$ cat config.mk
export PLATFORM = sky130hd
export DESIGN_NAME = dbus_fabric
export DESIGN_NICKNAME = d
export VERILOG_FILES = /design/src/rtl/dbus_fabric.sv
export SDC_FILE = /design/constraint.sdc
export NUM_CORES = 1
export LEC_CHECK = 0
export ABC_CLOCK_PERIOD_IN_PS = 8450
export BUFFER_PORTS_ARGS = -buffer_cell sky130_fd_sc_hd__buf_2
export CORE_AREA = 4 4 184 186
export CTS_BUF_LIST = sky130_fd_sc_hd__clkbuf_8
export DETAILED_ROUTE_END_ITERATION = 16
export DIE_AREA = 0 0 188 190
export HOLD_SLACK_MARGIN = 0.02
export PLACE_DENSITY = 0.43
export RECOVER_POWER = 50
export SYNTH_ARGS = -nofsm -noshare
export SYNTH_HDL_FRONTEND = slang
export SYNTH_SLANG_ARGS = --single-unit
$ cat constraint.sdc
create_clock -name clk -period 8.45 [get_ports clk]
set_input_delay 1.69 -clock clk [delete_from_list [all_inputs] [get_ports clk]]
set_output_delay 1.69 -clock clk [all_outputs]
set_load 0.02 [all_outputs]
$ cat src/rtl/dbus_fabric.sv
// Single-master data bus fabric: decodes the master address onto one of NUM_SLAVES
// peripheral slots, waits for that slot's ack (bounded by a timeout) and returns a one-cycle response.
module dbus_fabric #(
    parameter int                            NUM_SLAVES  = 8,
    parameter int                            ADDR_W      = 32,
    parameter int                            DATA_W      = 32,
    parameter logic [NUM_SLAVES*ADDR_W-1:0]  SLV_BASE    = '0,
    parameter logic [NUM_SLAVES*ADDR_W-1:0]  SLV_MASK    = '0,
    parameter int                            TIMEOUT_CYC = 255
) (
    input  logic                           clk,
    input  logic                           rst,
    input  logic                           m_req_i,
    input  logic [ADDR_W-1:0]              m_addr_i,
    input  logic                           m_we_i,
    input  logic [DATA_W/8-1:0]            m_be_i,
    input  logic [DATA_W-1:0]              m_wdata_i,
    input  logic                           m_flush_i,
    output logic                           m_ack_o,
    output logic                           m_err_o,
    output logic [DATA_W-1:0]              m_rdata_o,
    output logic [NUM_SLAVES-1:0]          s_sel_o,
    output logic [ADDR_W-1:0]              s_addr_o,
    output logic                           s_we_o,
    output logic [DATA_W/8-1:0]            s_be_o,
    output logic [DATA_W-1:0]              s_wdata_o,
    input  logic [NUM_SLAVES-1:0]          s_ack_i,
    input  logic [NUM_SLAVES*DATA_W-1:0]   s_rdata_i,
    output logic [ADDR_W-1:0]              err_addr_o
);

    localparam int          BE_W = DATA_W / 8;
    localparam logic [15:0] TMO  = 16'(TIMEOUT_CYC);

    typedef enum logic [1:0] {
        IDLE   = 2'd0,
        ACCESS = 2'd1,
        RESP   = 2'd2
    } state_t;

    state_t                  r_state, w_state_nx;
    logic [NUM_SLAVES-1:0]   r_sel, w_sel_nx;
    logic [ADDR_W-1:0]       r_addr, w_addr_nx;
    logic                    r_we, w_we_nx;
    logic [BE_W-1:0]         r_be, w_be_nx;
    logic [DATA_W-1:0]       r_wdata, w_wdata_nx;
    logic [15:0]             r_cnt, w_cnt_nx;
    logic                    r_ack, w_ack_nx;
    logic                    r_err, w_err_nx;
    logic [DATA_W-1:0]       r_rdata, w_rdata_nx;
    logic [ADDR_W-1:0]       r_err_addr, w_err_addr_nx;

    logic [NUM_SLAVES-1:0]   w_match;
    logic [NUM_SLAVES-1:0]   w_first;
    logic                    w_found;
    logic                    w_slv_ack;
    logic [DATA_W-1:0]       w_slv_rdata;

    // Address decode with lowest-index priority, plus ack/rdata gathered from the selected slot only
    always_comb begin
        w_match     = '0;
        w_first     = '0;
        w_found     = 1'b0;
        w_slv_rdata = '0;
        for (int i = 0; i < NUM_SLAVES; i++) begin
            w_match[i]  = ((m_addr_i & SLV_MASK[i*ADDR_W +: ADDR_W]) == SLV_BASE[i*ADDR_W +: ADDR_W]);
            w_first[i]  = w_match[i] & ~w_found;
            w_found     = w_found | w_match[i];
            w_slv_rdata = w_slv_rdata | (s_rdata_i[i*DATA_W +: DATA_W] & {DATA_W{r_sel[i]}});
        end
        w_slv_ack = |(s_ack_i & r_sel);
    end

    // Next-state and next-register values for the access sequencer
    always_comb begin
        w_state_nx    = r_state;
        w_sel_nx      = r_sel;
        w_addr_nx     = r_addr;
        w_we_nx       = r_we;
        w_be_nx       = r_be;
        w_wdata_nx    = r_wdata;
        w_cnt_nx      = r_cnt;
        w_ack_nx      = 1'b0;
        w_err_nx      = 1'b0;
        w_rdata_nx    = r_rdata;
        w_err_addr_nx = r_err_addr;
        case (r_state)
            IDLE: begin
                if (m_req_i && !m_flush_i) begin
                    if (w_found) begin
                        w_sel_nx   = w_first;
                        w_addr_nx  = m_addr_i;
                        w_we_nx    = m_we_i;
                        w_be_nx    = m_be_i;
                        w_wdata_nx = m_wdata_i;
                        w_cnt_nx   = 16'd1;
                        w_state_nx = ACCESS;
                    end else begin
                        w_err_nx      = 1'b1;
                        w_err_addr_nx = m_addr_i;
                        w_rdata_nx    = '0;
                        w_state_nx    = RESP;
                    end
                end else begin
                    w_state_nx = IDLE;
                end
            end
            ACCESS: begin
                // Abort wins over a same-cycle ack; ack wins over timeout
                if (m_flush_i) begin
                    w_sel_nx   = '0;
                    w_cnt_nx   = 16'd0;
                    w_state_nx = IDLE;
                end else if (w_slv_ack) begin
                    w_sel_nx   = '0;
                    w_cnt_nx   = 16'd0;
                    w_ack_nx   = 1'b1;
                    w_rdata_nx = r_we ? {DATA_W{1'b0}} : w_slv_rdata;
                    w_state_nx = RESP;
                end else if (r_cnt >= TMO) begin
                    w_sel_nx      = '0;
                    w_cnt_nx      = 16'd0;
                    w_err_nx      = 1'b1;
                    w_err_addr_nx = r_addr;
                    w_rdata_nx    = '0;
                    w_state_nx    = RESP;
                end else begin
                    w_cnt_nx = (r_cnt == 16'hFFFF) ? r_cnt : r_cnt + 16'd1;
                end
            end
            RESP: begin
                w_state_nx = IDLE;
            end
            default: begin
                w_sel_nx   = '0;
                w_cnt_nx   = 16'd0;
                w_state_nx = IDLE;
            end
        endcase
    end

    // State and output registers
    always_ff @(posedge clk or posedge rst) begin
        if (rst) begin
            r_state    <= IDLE;
            r_sel      <= '0;
            r_addr     <= '0;
            r_we       <= 1'b0;
            r_be       <= '0;
            r_wdata    <= '0;
            r_cnt      <= 16'd0;
            r_ack      <= 1'b0;
            r_err      <= 1'b0;
            r_rdata    <= '0;
            r_err_addr <= '0;
        end else begin
            r_state    <= w_state_nx;
            r_sel      <= w_sel_nx;
            r_addr     <= w_addr_nx;
            r_we       <= w_we_nx;
            r_be       <= w_be_nx;
            r_wdata    <= w_wdata_nx;
            r_cnt      <= w_cnt_nx;
            r_ack      <= w_ack_nx;
            r_err      <= w_err_nx;
            r_rdata    <= w_rdata_nx;
            r_err_addr <= w_err_addr_nx;
        end
    end

    assign m_ack_o    = r_ack;
    assign m_err_o    = r_err;
    assign m_rdata_o  = r_rdata;
    assign s_sel_o    = r_sel;
    assign s_addr_o   = r_addr;
    assign s_we_o     = r_we;
    assign s_be_o     = r_be;
    assign s_wdata_o  = r_wdata;
    assign err_addr_o = r_err_addr;

endmodule

Word level (Yosys, flattened, before mapping)
Cells that the tools add are included.

$lt $le $gt $ge: 1. Equality and inequality tests: 6. Reduce and logical (&&, ||, !) cells: 10. Multiplexer cells: 26. Bitwise logic cells: 19. Add/sub/neg operators: 1.

Operators with widths (number): AND 32 bit (8); OR 32 bit (7); 2-to-1 mux 32 bit (3); 2-to-1 mux 16 bit (5); case mux 16 bit (3 select lines) (1); 2-to-1 mux 8 bit (4); case mux 8 bit (3 select lines) (1); adder 16 x 1 -> 16 bit, second input constant (1); == test 16 bit, second input constant (1); greater-or-equal comparator 16 x 8 -> 1 bit, second input constant (1); AND reduction 3 bit (3); AND 8 bit (1); 2-to-1 mux 1 bit (8); OR reduction 8 bit (1); 2-to-1 mux 2 bit (3); != test 5 bit, second input constant (1); != test 4 bit, second input constant (1); case mux 2 bit (2 select lines) (1); AND reduction 4 bit (1); inverter 1 bit (3); == test 2 x 1 -> 1 bit, second input constant (1); == test 2 bit, second input constant (1); zero test 2 bit (1); != test 2 bit, second input constant (1); 4 further kinds (4).

Word-level logic and storage cells: 74. Register bits: 161. Input port bits: 337. Output and inout bits: 143.

Depth between registers and ports, before layout
Gate-level depths: netlist of the first run.

Word-level depth: 10. Depth in mapped cells: 6. Mapped depth without buffers: 5.

Worst setup path before layout of the first run
OpenSTA, ideal clock, no wires.

Path kind: input port to flip-flop. From: in m_flush_i. To: reg r_wdata[0] (netlist: s_wdata_o[0]). Data arrival time: 2.956 ns. Stages on the path: 4. Path slack: 5.369 ns. Library setup time: 0.125 ns. Required time: 8.325 ns. Path through: nor3b_4 -> nor3b_4 -> buf_4 -> mux2_2.

Word-level cells in the longest chain between the ends: 3.

Ends and longest elaborated chain: start, declared (line 18) `input logic m_flush_i,`; zero test 1 bit (line 89) `if (m_req_i && !m_flush_i) begin`; logical AND 1 bit (line 89); AND reduction 2 bit (no line); end signal, assigned (line 162) `r_wdata <= w_wdata_nx;`; end, declared (line 46) `logic [DATA_W-1:0] r_wdata, w_wdata_nx;`.

No other way between the ends. A chain may end at the register's enable or synchronous reset.

==> results of run 1 <==
==> layer usage <==
layer | vias to the layer above | part of all wire
met5 | - | 0
met4 | 0 | 0.018
met3 | 15 | 0.085
met2 | 180 | 0.44
met1 | 1974 | 0.46
li1 | 1884 | -
==> cells in the mapped netlist (2+ instances only) <==
cell type  number
mux2_4         29
a31oi_1         2
nor4_1          4
buf_4           8
o21ai_0         3
dfrtp_1       154
a21oi_1         4
mux2_2         72
nand2_1         4
buf_6          10
xor2_1          5
or2_2           2
nand4_1         2
a22o_1         32
buf_2           7
a41oi_1         2
nand2b_1        2
nor2b_1         2
nor2_1         11
or3_1           3
nor3b_4         2
and3_1          3
o211ai_1        4
a21o_1          2
inv_1           5
==> critical path: stages <==
cell        delay [ns]
buf_2             0.10
clkinvlp_2        2.17
buf_4             0.97
==> layout make-up <==
type                       count  area share
inverter                       5     0.00253
clock inverter                10      0.0165
multi-input combinational    210       0.255
clock buffer                  18      0.0313
sequential                   154       0.487
antenna                        1    0.000316
timing repair buffer         246       0.138
tap                          442      0.0699
==> worst paths after layout <==
| check | to | depth (start not counted) |
|---|---|---|
| max in group clk | err_addr_o[13] | 5 |
| worst max-delay path | s_wdata_o[10] | 3 |
| worst min register to register | m_rdata_o[25] | 1 |
| min in group asynchronous | s_wdata_o[19] | 2 |
| worst max register to register | err_addr_o[13] | 4 |
| worst min-delay path | m_rdata_o[25] | 1 |
==> cells by family after synthesis <==
group / after synthesis
AOI/OAI and AO/OA: 55
xor gates and xnor gates: 5
adders and majority gates: 1
buffers and inverters: 30
DFF: 154
muxes: 101
other: 1
and+or+nand+nor: 41
==> where the power goes <==
group          internal [W]  switching (W)  leakage [nW]
clock network      0.000290       0.000281         0.197
registers          0.000995       0.000161          1.97
logic              0.000352       0.000594          1.54
==> state kept, by name, summed over array words and instances (netlist names) <==
| register | cells |
|---|---|
| err_addr_o | 32 |
| m_rdata_o | 32 |
| s_addr_o | 32 |
| s_wdata_o | 32 |
| r_cnt | 16 |
| s_be_o | 4 |
| r_state | 2 |
| m_ack_o | 1 |
| m_err_o | 1 |
| s_sel_o | 1 |
| s_we_o | 1 |
==> cell usage in the layout (no fill, tap or decap), types with 2 or more instances in the layout <==
cell type / instances
a21oi_1: 5
nand2_1: 5
conb_1: 7
mux2_2: 72
clkbuf_1: 121
nor2_1: 11
buf_4: 4
clkinv_2: 4
a21o_1: 2
and3_1: 3
xor2_1: 5
or3_1: 3
nand4_1: 2
bufinv_16: 3
mux2_4: 29
or2_2: 2
a41oi_1: 2
a31oi_1: 2
a22o_1: 32
nor2b_1: 2
nand2b_1: 2
dfrtp_1: 154
nor4_1: 4
inv_1: 5
clkbuf_8: 18
o211ai_1: 4
buf_2: 121
o21ai_0: 3
==> through the flow <==
step / total power (W) / worst slack [ns] / std cells / area, sq um
2_1_floorplan: 0.00182 / 2.61 / 394 / 6120
3_3_place_gp: 0.00220 / 4.91 / 1057 / 7720
3_5_place_dp: 0.00220 / 4.90 / 1057 / 7720
4_1_cts: 0.00279 / 5.44 / 1085 / 8100
5_1_grt: 0.00285 / 3.06 / 1085 / 7910
6_report: 0.00267 / 3.81 / 1086 / 7910
==> impl_results.md, run 1 <==
- Outcome: complete, but fails checks
- Failing checks: max-capacitance violations, max-slew violations
- RD Place Congestion: 0.718
- Power per cell area: 338 nW/um^2
- Met3 Track Usage GR: 0.0376
- Data required time at the worst endpoint: 8.92 ns
- Total track usage: 0.0909
- Min-delay src: m_rdata_o[25]
- Synth warn: 0
- Flop2flop setup slack: 4.81 ns
- Clock period minus final worst setup slack: 4.64 ns
- Worst min-delay path class: flop to flop
- Antenna-violating nets left: 0
- # fillers: 3469
- RR Startpoint: r_state[0]
- GR Layer Usage met1: 0.117
- Remaining DRCs: 0
- Post-synth top area share: 0.632
- Clock Root Buffer: clkbuf_8
- Mapped Avg Cell Area: 15.7 sq um
- Pleak: 3.70 nW
- Global-route wire length before repair: 25.0 mm
- CTS tree: done
- Fmax: 216 MHz
- Synthesis-to-layout area growth: 29.7%
- Later-pin clock latency in the skew report: 0.47 ns
- Die area: 35700 sq um
- Routed WL: 16.1 mm
- Vias per cell: 3.73
- Multi-input gate area: 2010 sq um
- Final period utilization: 0.549
- Number of buffers created by CTS: 17
- Largest family of logic cells by synthesized area: multiplexers
- Total of max-cap violations: 2
- TritonCTS Sinks: 154
- I/O Buffers: 241
- Die Width: 188 um
- H-tree depth: 4
- Post-CTS Hold Buffers: 0
- Compound-Gate Fraction of Synth Area: 0.0741
- Remaining global-route overflow: 0
- Iter 0 DRT Violations: 83
- GR peak layer: met2
- Hold WS: 0.501 ns
- Layout Skew: 0.0163 ns
- Initial DRT Pass Iterations: 4
- DP HPWL: 11.2 mm
- Post-Synth Adder-Cell Area: 0.00205
- Initial antenna violation count: 1
- Cells after Synth: 388
- Kind of critical path: primary input to async pin
- Ys async rst share: 1.00
- Starting density of the core: 0.189
- Layout cell share with drive strength beyond 1: 0.401
- Yosys reg bits: 154
- Most used DFF post-synth: dfrtp_1
- Post-synthesis mux area share: 0.204
- Core Util, Final: 0.245
- Synth top area cells: dfrtp_1, mux2_2, mux2_4
- I/O pins: 480
- Final layout net count: 972
- Xor/xnor share of the synthesized area: 0.00718
- Largest net degree at the start of global routing: 86
- Mapped cell area: 6100 sq um
- Via Count: 4053
- Worst EP arrival: 5.11 ns
- GRT met2 Usage: 0.136
- Final Max Slew Viols: 120
- Post-CTS Resized: 0
- Row cnt: 66
- Unrepaired setup endpoints after global routing: false
- CORE AREA: 32300 sq um
- Clock buffer depth: 2
- Post-synthesis simple-gate area fraction: 0.0425
- Cell taking the most area after synthesis: dfrtp_1
- Number of post-CTS setup repair buffers: 0
- Peak supply drop: 162 uV
- Crit path launch: rst
- Nature of the critical path endpoint: async pin
- Final hold vios: 0
- Vias in the first global route: 4248
- Post-DR wirelength/cell: 14.9 um
- Die height: 190 um
- Reg clk slew, reported paths: 0.08 ns
- Register area: 3850 sq um
- Worst setup SP type: primary input
- Post-synth EDFFs: 0
- Setup TNS: 0 ns
- Relative slew slack: -1.64
- Setup violators final: 0
- Worst slew pin tran: 3.94 ns
- Register area share after synthesis: 0.632
- Synth unique cells: 39
- Worst Path Max Fanout: 85
Power figures use the tool's default switching activity.
==> run 2: changes to the inputs <==
==> config.mk (replaced) <==
export PLATFORM = sky130hd
export DESIGN_NAME = dbus_fabric
export DESIGN_NICKNAME = d
export VERILOG_FILES = /design/src/rtl/dbus_fabric.sv
export SDC_FILE = /design/constraint.sdc
export NUM_CORES = 1
export LEC_CHECK = 0
export ABC_CLOCK_PERIOD_IN_PS = 4100
export BUFFER_PORTS_ARGS = -buffer_cell sky130_fd_sc_hd__buf_2
export CORE_AREA = 4 4 183 185
export CTS_BUF_LIST = sky130_fd_sc_hd__clkbuf_8
export DETAILED_ROUTE_END_ITERATION = 16
export DIE_AREA = 0 0 187 189
export HOLD_SLACK_MARGIN = 0.02
export PLACE_DENSITY = 0.44
export RECOVER_POWER = 50
export SYNTH_ARGS = -nofsm -noshare
export SYNTH_HDL_FRONTEND = slang
export SYNTH_SLANG_ARGS = --single-unit
==> constraint.sdc (replaced) <==
create_clock -name clk -period 4.1 [get_ports clk]
set_input_delay 0.82 -clock clk [delete_from_list [all_inputs] [get_ports clk]]
set_output_delay 0.82 -clock clk [all_outputs]
set_load 0.02 [all_outputs]
==> run 2 against run 1 <==
  * The run still ends with max-capacitance violations, max-slew violations left
  * Register-to-register slack worse by 3.2 ns
  * Die area fell by 1.1%
  * Via count decreased by 0.39%
  * Clock power up 100%
  * Worst hold slack worse by 0.033 ns
  * Core utilization rose by 0.41 points
  * Largest cell class unchanged
  * Cell area rose by 0.90%
  * Critical endpoint is now r_cnt[2]
  * Flip-flop and latch count is the same
  * Critical path type unchanged
  * Combinational power increased by 120%
  * Wire length rose by 2.8%
  * Global-route usage increased by 0.42 points
  * First-iteration DRC count grew 71%
==> impl_results.md, run 2 (synthesized netlist as in run 1, its figures left out) <==
- Post-CTS Resized: 0 (unchanged)
- Total of max-cap violations: 1 (-1)
- Outcome: complete, but fails checks
- Nature of the critical path endpoint: async pin
- Final period utilization: 0.655
- Cell count after placement: 1024 (-3.1%)
- Antenna-violating nets left: 0 (unchanged)
- Worst path cell trace: buf_2 > clkinvlp_2 > clkbuf_2
- GRT met2 Usage: 0.137 (+0.00177)
- Die area: 35300 sq um (-1.1%)
- I/O Buffers: 241 (unchanged)
- Core Util, Final: 0.249 (+0.00412)
- Total track usage: 0.0951 (+0.00416)
- Remaining global-route overflow: 0 (unchanged)
- Antenna diodes: 0 (-1)
- Clock Root Buffer: clkbuf_8
- Initial DRT Pass Iterations: 5 (+1)
- GR peak layer: met2
- Row cnt: 66 (unchanged)
- Post-DR wirelength/cell: 15.7 um (+5.8%)
- Worst EP arrival: 2.77 ns (-2.34 ns)
- RD Place Congestion: 0.734 (+2.2%)
- DP HPWL: 11.6 mm (+3.6%)
- Remaining DRCs: 0 (unchanged)
- Largest net degree at the start of global routing: 91 (+5.8%)
- Setup violators final: 0 (unchanged)
- Clock period minus final worst setup slack: 2.69 ns
- Kind of critical path: primary input to async pin
- Global-route wire length before repair: 25.9 mm (+3.3%)
- Worst min-delay path class: primary input to async pin
- Number of post-CTS setup repair buffers: 0 (unchanged)
- Final Max Slew Viols: 91 (-24%)
- Worst path slowest cell: clkbuf_2
- CTS tree: done
- # fillers: 3488 (+0.55%)
- Power per cell area: 700 nW/um^2 (+110%)
- Synthesis-to-layout area growth: 30.9%
- Setup TNS: 0 ns (unchanged)
- I/O pins: 480 (unchanged)
- Peak supply drop: 252 uV (+56%)
- Post-CTS Hold Buffers: 0 (unchanged)
- Starting density of the core: 0.190 (+0.00146)
- Layout Skew: 0.0139 ns (-0.00243 ns)
- Fmax: 372 MHz
- Relative slew slack: -0.551 (+1.09)
- Iter 0 DRT Violations: 142 (+71%)
- Layout cell share with drive strength beyond 1: 0.497 (+0.0957)
- Max incr delay on CP: 1.64 ns (-0.53 ns)
- Clock buffer depth: 2 (unchanged)
- Die height: 189 um (-0.53%)
- Most frequent cells in the layout: buf_2, dfrtp_1, mux2_2
- Later-pin clock latency in the skew report: 0.46 ns (about the same)
- Vias in the first global route: 4332 (+2.0%)
- CORE AREA: 32000 sq um (-0.77%)
- TritonCTS Sinks: 154 (unchanged)
- Final Non-Filler Cells: 1056 (-2.8%)
- Final layout net count: 973 (+0.10%)
- GR Layer Usage met1: 0.121 (+0.00420)
- Worst slew pin tran: 2.33 ns (-1.61 ns)
- Vias per cell: 3.82 (+2.4%)
- Met3 Track Usage GR: 0.0551 (+0.0175)
- Die Width: 187 um (-0.53%)
- Failing checks: max-capacitance violations, max-slew violations
- Number of buffers created by CTS: 17 (unchanged)
- Initial antenna violation count: 1 (unchanged)
- Unrepaired setup endpoints after global routing: false
- Final hold vios: 0 (unchanged)
- Reg clk slew, reported paths: 0.09 ns (about the same)
- Worst setup SP type: primary input
- Pleak: 3.92 nW (+6.0%)
- Worst Path Max Fanout: 90 (+5.9%)
- Via Count: 4037 (-0.39%)
- Data required time at the worst endpoint: 4.19 ns (-4.73 ns)
- Most common cell after layout, fill and taps aside: buf_2
- Routed WL: 16.6 mm (+2.8%)
- H-tree depth: 4 (unchanged)
-- run 2: worst paths after layout --
check,startpoint,end,slack (ns),cells past startpoint
worst max-delay path,rst,r_cnt[2],1.41,3
worst min-delay path,rst,s_wdata_o[30],0.47,3
worst max register to register,r_state[0],err_addr_o[5],1.57,4
worst min register to register,m_rdata_o[20],m_rdata_o[20],0.50,1
max in group clk,r_state[0],err_addr_o[5],1.57,4
min in group clk,m_rdata_o[20],m_rdata_o[20],0.50,1
-- run 2: final cells by class --
| class | count | area [sq um] | area share |
|---|---|---|---|
| inverters | 5 | 20.0 | 0.00251 |
| multi-input cells | 210 | 2030 | 0.255 |
| flip-flops and latches | 154 | 3850 | 0.483 |
| clock inverters | 14 | 134 | 0.0168 |
| clock buffers | 18 | 248 | 0.0310 |
| repair buffers | 247 | 1180 | 0.148 |
| well taps | 408 | 510 | 0.0640 |
-- run 2: power breakdown --
part | internal, W | switching (W)
logic | 0.000797 | 0.00126
clock network | 0.000548 | 0.000606
registers | 0.00205 | 0.000323
-- run 2: worst max-delay path: cells and delay by family --
kind,cells,cell delay (ns)
buf+inv,3,1.85
-- run 2: per-stage QoR --
stage	worst slack (ns)	hold slack, ns	total power (W)	instance area [sq um]
2_1_floorplan	1.34	0.467	0.00374	6120
3_3_place_gp	1.42	0.478	0.00456	7710
3_5_place_dp	1.42	0.480	0.00456	7710
4_1_cts	1.66	0.430	0.00578	8090
5_1_grt	0.904	0.448	0.00597	7980
6_report	1.41	0.467	0.00559	7980
-- run 2: layer usage --
| metal | routed length [um] | vias up |
|---|---|---|
| met4 | 140 | 2 |
| met5 | 13 | - |
| met3 | 1820 | 11 |
| met1 | 7440 | 1970 |
| li1 | - | 1881 |
| met2 | 7190 | 173 |
